===== src/rtl/div_unit_pkg.sv =====
// Shared encodings for the EX-stage divider: FSM states, handshake levels
// and the ALU opcodes the EX decoder uses to select DIV/DIVU.
package div_unit_pkg;

    typedef enum logic [1:0] {
        DivFree   = 2'b00,
        DivByZero = 2'b01,
        DivOn     = 2'b10,
        DivEnd    = 2'b11
    } div_state_e;

    localparam logic DivStart          = 1'b1;
    localparam logic DivStop           = 1'b0;
    localparam logic DivResultReady    = 1'b1;
    localparam logic DivResultNotReady = 1'b0;

    localparam logic [7:0] EXE_DIV_OP  = 8'b0001_1010;
    localparam logic [7:0] EXE_DIVU_OP = 8'b0001_1011;

endpackage


===== src/rtl/div_unit.sv =====
// Multi-cycle restoring divider (one quotient bit per clock) for the EX stage.
// Returns {remainder, quotient}; supports signed/unsigned mode, stall and annul.
module div_unit
    import div_unit_pkg::*;
#(
    parameter int WIDTH = 32,
    parameter int CNT_W = $clog2(WIDTH) + 1
) (
    input  logic                 clk,
    input  logic                 rst,
    input  logic                 start_i,
    input  logic                 annul_i,
    input  logic                 signed_i,
    input  logic [WIDTH-1:0]     opdata1_i,
    input  logic [WIDTH-1:0]     opdata2_i,
    output logic [2*WIDTH-1:0]   result_o,
    output logic                 ready_o,
    output logic                 busy_o,
    output logic                 stall_o
);

    div_state_e           state_reg,  state_next;
    logic [CNT_W-1:0]     cnt_reg,    cnt_next;
    logic [WIDTH-1:0]     dvd_reg,    dvd_next;   // dividend bits shift out, quotient bits shift in
    logic [WIDTH-1:0]     dvs_reg,    dvs_next;
    logic [WIDTH-1:0]     rem_reg,    rem_next;
    logic                 neg_q_reg,  neg_q_next;
    logic                 neg_r_reg,  neg_r_next;
    logic [2*WIDTH-1:0]   result_reg, result_next;
    logic                 ready_reg,  ready_next;

    logic                 op1_neg, op2_neg;
    logic [WIDTH-1:0]     op1_abs, op2_abs;
    logic [WIDTH:0]       rem_shift;
    logic [WIDTH:0]       trial_diff;
    logic                 q_bit;
    logic [WIDTH-1:0]     quo_final, rem_final;

    // Absolute values wrap at WIDTH bits, so abs(min) stays min read unsigned.
    assign op1_neg = signed_i & opdata1_i[WIDTH-1];
    assign op2_neg = signed_i & opdata2_i[WIDTH-1];
    assign op1_abs = op1_neg ? -opdata1_i : opdata1_i;
    assign op2_abs = op2_neg ? -opdata2_i : opdata2_i;

    assign rem_shift  = {rem_reg, dvd_reg[WIDTH-1]};
    assign trial_diff = rem_shift - {1'b0, dvs_reg};
    assign q_bit      = ~trial_diff[WIDTH];

    assign quo_final = neg_q_reg ? -dvd_reg : dvd_reg;
    assign rem_final = neg_r_reg ? -rem_reg : rem_reg;

    always_comb begin
        state_next  = state_reg;
        cnt_next    = cnt_reg;
        dvd_next    = dvd_reg;
        dvs_next    = dvs_reg;
        rem_next    = rem_reg;
        neg_q_next  = neg_q_reg;
        neg_r_next  = neg_r_reg;
        result_next = result_reg;
        ready_next  = ready_reg;

        unique case (state_reg)
            DivFree: begin
                if (start_i == DivStart && !annul_i) begin
                    dvd_next   = op1_abs;
                    dvs_next   = op2_abs;
                    rem_next   = '0;
                    cnt_next   = '0;
                    neg_q_next = op1_neg ^ op2_neg;
                    neg_r_next = op1_neg;
                    state_next = (opdata2_i == '0) ? DivByZero : DivOn;
                end
            end
            DivByZero: begin
                if (annul_i) begin
                    state_next = DivFree;
                end else begin
                    // Divide-by-zero is defined to yield an all-zero result.
                    dvd_next   = '0;
                    rem_next   = '0;
                    state_next = DivEnd;
                end
            end
            DivOn: begin
                if (annul_i) begin
                    state_next = DivFree;
                end else begin
                    rem_next = q_bit ? trial_diff[WIDTH-1:0] : rem_shift[WIDTH-1:0];
                    dvd_next = {dvd_reg[WIDTH-2:0], q_bit};
                    cnt_next = cnt_reg + CNT_W'(1);
                    if (cnt_reg == CNT_W'(WIDTH - 1)) begin
                        state_next = DivEnd;
                    end
                end
            end
            DivEnd: begin
                if (start_i == DivStop || annul_i) begin
                    state_next  = DivFree;
                    ready_next  = DivResultNotReady;
                    result_next = '0;
                end else begin
                    ready_next  = DivResultReady;
                    result_next = {rem_final, quo_final};
                end
            end
            default: begin
                state_next = DivFree;
            end
        endcase
    end

    always_ff @(posedge clk or negedge rst) begin
        if (!rst) begin
            state_reg  <= DivFree;
            cnt_reg    <= '0;
            dvd_reg    <= '0;
            dvs_reg    <= '0;
            rem_reg    <= '0;
            neg_q_reg  <= 1'b0;
            neg_r_reg  <= 1'b0;
            result_reg <= '0;
            ready_reg  <= DivResultNotReady;
        end else begin
            state_reg  <= state_next;
            cnt_reg    <= cnt_next;
            dvd_reg    <= dvd_next;
            dvs_reg    <= dvs_next;
            rem_reg    <= rem_next;
            neg_q_reg  <= neg_q_next;
            neg_r_reg  <= neg_r_next;
            result_reg <= result_next;
            ready_reg  <= ready_next;
        end
    end

    assign result_o = result_reg;
    assign ready_o  = ready_reg;
    assign busy_o   = (state_reg == DivByZero) || (state_reg == DivOn);
    assign stall_o  = start_i & ~ready_reg & ~annul_i;

endmodule


===== config.mk =====
export PLATFORM = sky130hd
export DESIGN_NAME = div_unit
export DESIGN_NICKNAME = d
export VERILOG_FILES = /design/src/rtl/div_unit_pkg.sv /design/src/rtl/div_unit.sv
export SDC_FILE = /design/constraint.sdc
export NUM_CORES = 1
export LEC_CHECK = 0
export ABC_CLOCK_PERIOD_IN_PS = 9300
export BUFFER_PORTS_ARGS = -buffer_cell sky130_fd_sc_hd__buf_2
export CELL_PAD_IN_SITES_DETAIL_PLACEMENT = 0
export CELL_PAD_IN_SITES_GLOBAL_PLACEMENT = 1
export CORE_ASPECT_RATIO = 0.8
export CORE_MARGIN = 1
export CORE_UTILIZATION = 48
export CTS_CLUSTER_DIAMETER = 60
export CTS_CLUSTER_SIZE = 16
export DETAILED_ROUTE_END_ITERATION = 7
export GPL_TIMING_DRIVEN = 0
export PLACE_DENSITY = 0.88
export REMOVE_ABC_BUFFERS = 1
export SLEW_MARGIN = 30
export SYNTH_ARGS = -nofsm -noshare
export SYNTH_HDL_FRONTEND = slang
export SYNTH_SLANG_ARGS = --single-unit

===== constraint.sdc =====
create_clock -name clk -period 9.3 [get_ports clk]
set_input_delay 0.465 -clock clk [delete_from_list [all_inputs] [get_ports clk]]
set_output_delay 0.465 -clock clk [all_outputs]
set_load 0.01 [all_outputs]

Yosys cells after proc, flatten, opt, wreduce, memory -nomap -nowiden:

Index checks and enable logic that the tools add are counted.

* add/sub/neg operators: 6
* multipliers: 0
* divide/modulo/power cells: 0
* order comparisons: 0
* equality and inequality tests: 9
* shifts and indexed selects: 0
* mux-type cells: 24
* bitwise gates (word level): 9
* reductions and logical operators: 12

Operators by type and width (count)
* two-way mux 32 bit: 10
* case mux 32 bit (3 select lines): 2
* negation 32 bit: 4
* two-way mux 64 bit: 1
* subtractor 33 x 32 -> 33 bit: 1
* logical NOT 32 bit: 1
* two-way mux 2 bit: 6
* two-way mux 6 bit: 2
* case mux 6 bit (2 select lines): 1
* inequality test 2 bit, second input constant: 4
* case mux 2 bit (4 select lines): 1
* adder 6 x 1 -> 6 bit, second input constant: 1
* equality test 6 x 5 -> 1 bit, second input constant: 1
* AND reduction 3 bit: 2
* bitwise AND 1 bit: 4
* equality test 2 bit, second input constant: 2
* NOT 1 bit: 4
* AND reduction 4 bit: 1
* inequality test 3 bit, second input constant: 1
* nonzero test 3 bit: 1
* equality test 2 x 1 -> 1 bit, second input constant: 1
* logical NOT 2 bit: 1
* logical OR 1 bit: 2
* AND reduction 2 bit: 1
* 5 further kinds: 5

* bits in registers: 171
* bits in latches: 0
* bits in writable memories: 0
* ROM bits: 0
* input port bits: 69
* output and inout port bits: 67
* word-level logic and storage cells: 69
* memories: 0

Depth between registers and ports, before layout:

* depth after elaboration: 4
* gate-level depth with buffers: 12
* gate-level depth less buffers: 11

Worst setup path before layout:

Ideal clock, no wire load.

* path type: reg-to-reg
* from: register rem_reg[24]
* to: register rem_reg[31]
* setup time: 0.069 ns
* data arrival time: 3.140 ns
* data required time: 9.231 ns
* slack: 6.090 ns
* cell stages (with the launch flop): 11
* buffers on the path: 1
* period minus slack after synthesis: 3.210 ns
* path through: dfrtp_1 -> ha_1 -> a211o_1 -> a31o_1 -> a211oi_1 -> o21ai_1 -> mux2_2 -> or4_1 -> clkbuf_1 -> or4b_1 -> nand3_1

* longest elaborated chain between the ends: 4

RTL lines
* start, declared: RTL line div_unit.sv:26 `logic [WIDTH-1:0] rem_reg, rem_next;`
* start signal, assigned: RTL line div_unit.sv:129 `rem_reg <= rem_next;`
* subtractor 33 x 32 -> 33 bit: RTL line div_unit.sv:46 `assign trial_diff = rem_shift - {1'b0, dvs_reg};`
* two-way mux 32 bit: RTL line div_unit.sv:89 `rem_next = q_bit ? trial_diff[WIDTH-1:0] : rem_shift[WIDTH-1:0];`
* two-way mux 32 bit: RTL line div_unit.sv:86 `if (annul_i) begin`
* case mux 32 bit (3 select lines): RTL line div_unit.sv:63 `unique case (state_reg)`

Every way passes these cells. The select of a mux whose other input is x is not followed.
A chain may end at the register's enable or synchronous reset.

Worst setup path after layout:

* from: register rem_reg[7]
* to: register rem_reg[31]

The elaborated chain is that of the path after synthesis.

==> results.json <==
{
  "fp.dieW_microns": 174,
  "ys_top_cells_by_count": "dfrtp_1, nand2_1, o21ai_0, inv_1, xor2_1",
  "grt_max_degree": 71,
  "antenna_left": 0,
  "wirelength_microns": 30000,
  "r2r_slack_ns": 5.53,
  "holdCritStartpoint": "opdata2_i[31]",
  "antenna_found_initial": 3,
  "grt_pass1_vias": 9452,
  "remaining_drc_errors": 0,
  "setup_viol": 0,
  "postSynthAreaPerCell_sq_um": 8.46,
  "switching_share_pct": 47.1,
  "hold_viol_final": 0,
  "holdPathStages": 3,
  "slowest_stage": "o31ai_1",
  "vias": 10078,
  "dieArea_sq_um": 24300,
  "drv_cap": 0,
  "synth_seq_cells": 171,
  "relSlewSlack_pct": 37.3,
  "insertion_delay_ns": 0.45,
  "crit_path_cell_trace": "ha_1, and2_1, nand3_1, a211oi_1, nor2_1, o31ai_1, a2111oi_0, or4b_1, nand3_1",
  "cts-root-buf": "clkbuf_16",
  "crit_top_cell": "nand3_1",
  "cts_made_buffers": 17,
  "fin_ws_ns": 5.53,
  "yosys_warnings": 0,
  "p_int_uw": 2460,
  "critPathTopFamily": "compound AO/OA/AOI/OAI gates",
  "dp_hpwl_microns": 22000,
  "skew_ns": 0.0162,
  "rr_startpoint": "rem_reg[7]",
  "crit_path_end_kind": "register",
  "maxSlewViolCount": 0,
  "core_sq_um": 23300,
  "track_usage_pct": 25.7,
  "synth_top_area_cell": "dfrtp_1",
  "fill_cells": 2206,
  "synth_cell_type_count": 64,
  "hold_end": "dvs_reg[31]",
  "fin_total_pwr_uw": 4650,
  "min_path_type": "in -> reg",
  "num_io_pins": 136,
  "cp_max_fo": 7,
  "seq_area_sq_um": 4280,
  "netlist_area_sq_um": 11400,
  "io_buffers": 135,
  "max_slew.worst_pin.slew_ns": 0.917,
  "fin_nets": 1554,
  "criticalPathCategory": "reg -> reg",
  "place_inst": 1734,
  "fin_crit_ns": 3.77,
  "rsz0062_at_grt": "false",
  "syn_to_final_growth_pct": 14.3,
  "cts_sinks": 171,
  "dr.first_iter.drc_count": 841,
  "synthFlopType": "dfrtp_1",
  "async_flop_share_pct": 100,
  "start_util_pct": 48.8,
  "fmax_mhz": 265,
  "power.leakage_uw": 0.00590,
  "fin_tns_setup_ns": 0,
  "grt_first_pass_wirelength_microns": 50200,
  "dr.pass1.iters": 5,
  "die_h_microns": 140,
  "cp.arrival_ns": 4.14,
  "cts_tree": "done",
  "multi_input_area_sq_um": 6430,
  "r2r-end": "rem_reg[31]",
  "fin_cells": 1768,
  "ir_worst_vdd_uv": 199,
  "power.share.combinational_pct": 55.1,
  "clk_pin_slew_ns": 0.08,
  "status": "completed",
  "reg2regPathDepth": 9,
  "largest_register_ffs": 64,
  "wl_per_cell_microns": 17.0,
  "vias_per_cell": 5.70,
  "worst-path-buf-inv": 0,
  "synth-edff-count": 0,
  "grt_overflow": 0,
  "cp-start-kind": "register",
  "netSwitchingPower_uw": 2190,
  "slowest_delay_ns": 0.75,
  "clock_path_buffers": 2,
  "num_rows": 50,
  "syn_inst": 1346,
  "power_frac_seq_pct": 29.0,
  "h-tree-depth": 4,
  "yosysSeqAreaShare_pct": 37.6,
  "drive_gt1_share_pct": 13.9,
  "period_share_pct": 40.6,
  "synth_top_area_share_pct": 37.6,
  "netlist_top_cells_area": "dfrtp_1, xor2_1, o21ai_0",
  "power.density_nw_per_um2": 357,
  "synth.most_common_cell": "dfrtp_1",
  "clkPwrFrac_pct": 15.9,
  "globalplace.congestion": 0.887,
  "preCtsSetupSlack_ns": 5.67,
  "cp.required_ns": 9.67,
  "post_cts_resized": 0
}
## through the flow
| step | util (%) | instance area (sq um) | hold WS [ns] |
|---|---|---|---|
| 2_1_floorplan | - | 11100 | 0.169 |
| 3_3_place_gp | 52.3 | 12200 | 0.463 |
| 3_5_place_dp | 53.2 | 12400 | 0.470 |
| 4_1_cts | 55.7 | 13000 | 0.319 |
| 5_1_grt | 55.7 | 13000 | 0.344 |
| 6_report | 55.8 | 13000 | 0.324 |
## cell families (layout without fill, tap and decap cells)
| family | Yosys count | count (layout) | share of synthesized area, % |
|---|---|---|---|
| compound gates | 403 | 403 | 22.1 |
| simple gates | 361 | 361 | 15.3 |
| buf+inv | 192 | 300 | 6.35 |
| flops | 171 | 171 | 37.6 |
| xor+xnor | 148 | 148 | 11.4 |
| fa+ha+maj | 43 | 43 | 4.79 |
| mux | 28 | 28 | 2.52 |
| other cells | 0 | 2 | 0 |
## power groups by stage
| stage | Combinational [uW] | Sequential (uW) | Clock (uW) |
|---|---|---|---|
| after floorplan | 1770 | 1330 | 0 |
| after detailed placement | 2540 | 1360 | 0 |
| after CTS | 2560 | 1350 | 746 |
| after global placement | 2460 | 1350 | 0 |
| after global routing | 2860 | 1400 | 774 |
| final | 2560 | 1350 | 739 |
## worst min-delay path, cell delays in order
cell and delay, ns:
buf_2 0.13, nand2_1 0.05, o21ai_0 0.07
## cell type report
class | count | share of cell area (%)
flip-flops and latches | 171 | 32.9
clock inverters | 13 | 1.20
multi-input cells | 983 | 49.4
well taps | 312 | 3.00
diodes | 2 | 0.0385
repair buffers | 145 | 6.58
inverters | 124 | 3.58
clock buffers | 18 | 3.30
## timing repair
| item | CTS | global route |
|---|---|---|
| buffers inserted | 0 | 0 |
| endpoints found under the hold margin | 1 | 0 |
| hold buffers | 1 | 0 |
## routing by layer
metal / vias up / global-route usage (%) / wire length (microns)
met3: 25 / 4.34 / 1670
met1: 4841 / 39.9 / 15200
met4: 2 / 5.49 / 289
li1: 4935 / - / -
met5: - / 0 / 13
met2: 275 / 36.9 / 12900
## cell usage in the layout (no fill, tap or decap), types with 5 or more instances in the layout
master     netlist  routed
a31oi_1         12      12
nor2_1          62      61
mux2i_1         23      23
or3_1           18      18
o21a_1           6       6
or2_2            8       7
mux2_2           5       5
nand3_1         17      17
o21bai_1         5       5
xor2_1          88      88
or4_1           10      10
a21o_1          10      10
a22oi_1         24      24
o211ai_1         5       5
nand2b_1        10      10
nand2_1        152     150
o21ai_0        132     132
a21oi_1         66      66
dfrtp_1        171     169
inv_6            0       5
a211oi_1         5       5
o221ai_1         6       6
clkbuf_16        0      17
inv_1          123     123
o31ai_1         23      23
and2_1          10       9
buf_2            2     134
xnor2_1         60      60
nand4_1          7       7
nor3_1          19      19
o41ai_1         12      12
nor4_1           9       9
ha_1            42      41
and3_1          10      10
nor2b_1         12      12
o22ai_1         68      68
## how the worst max path moves through the flow
stage	startpoint	end	slack, ns	cells past startpoint
3_3_place_gp	rem_reg[25]	rem_reg[28]	2.54	9
3_5_place_dp	rem_reg[24]	rem_reg[31]	5.67	9
4_1_cts	rem_reg[7]	rem_reg[31]	5.63	9
5_1_grt	rem_reg[2]	rem_reg[31]	5.29	9
2_1_floorplan	rem_reg[24]	rem_reg[28]	4.39	9
6_report	rem_reg[7]	rem_reg[31]	5.53	9
No activity file was read; power rests on OpenSTA's default activity.
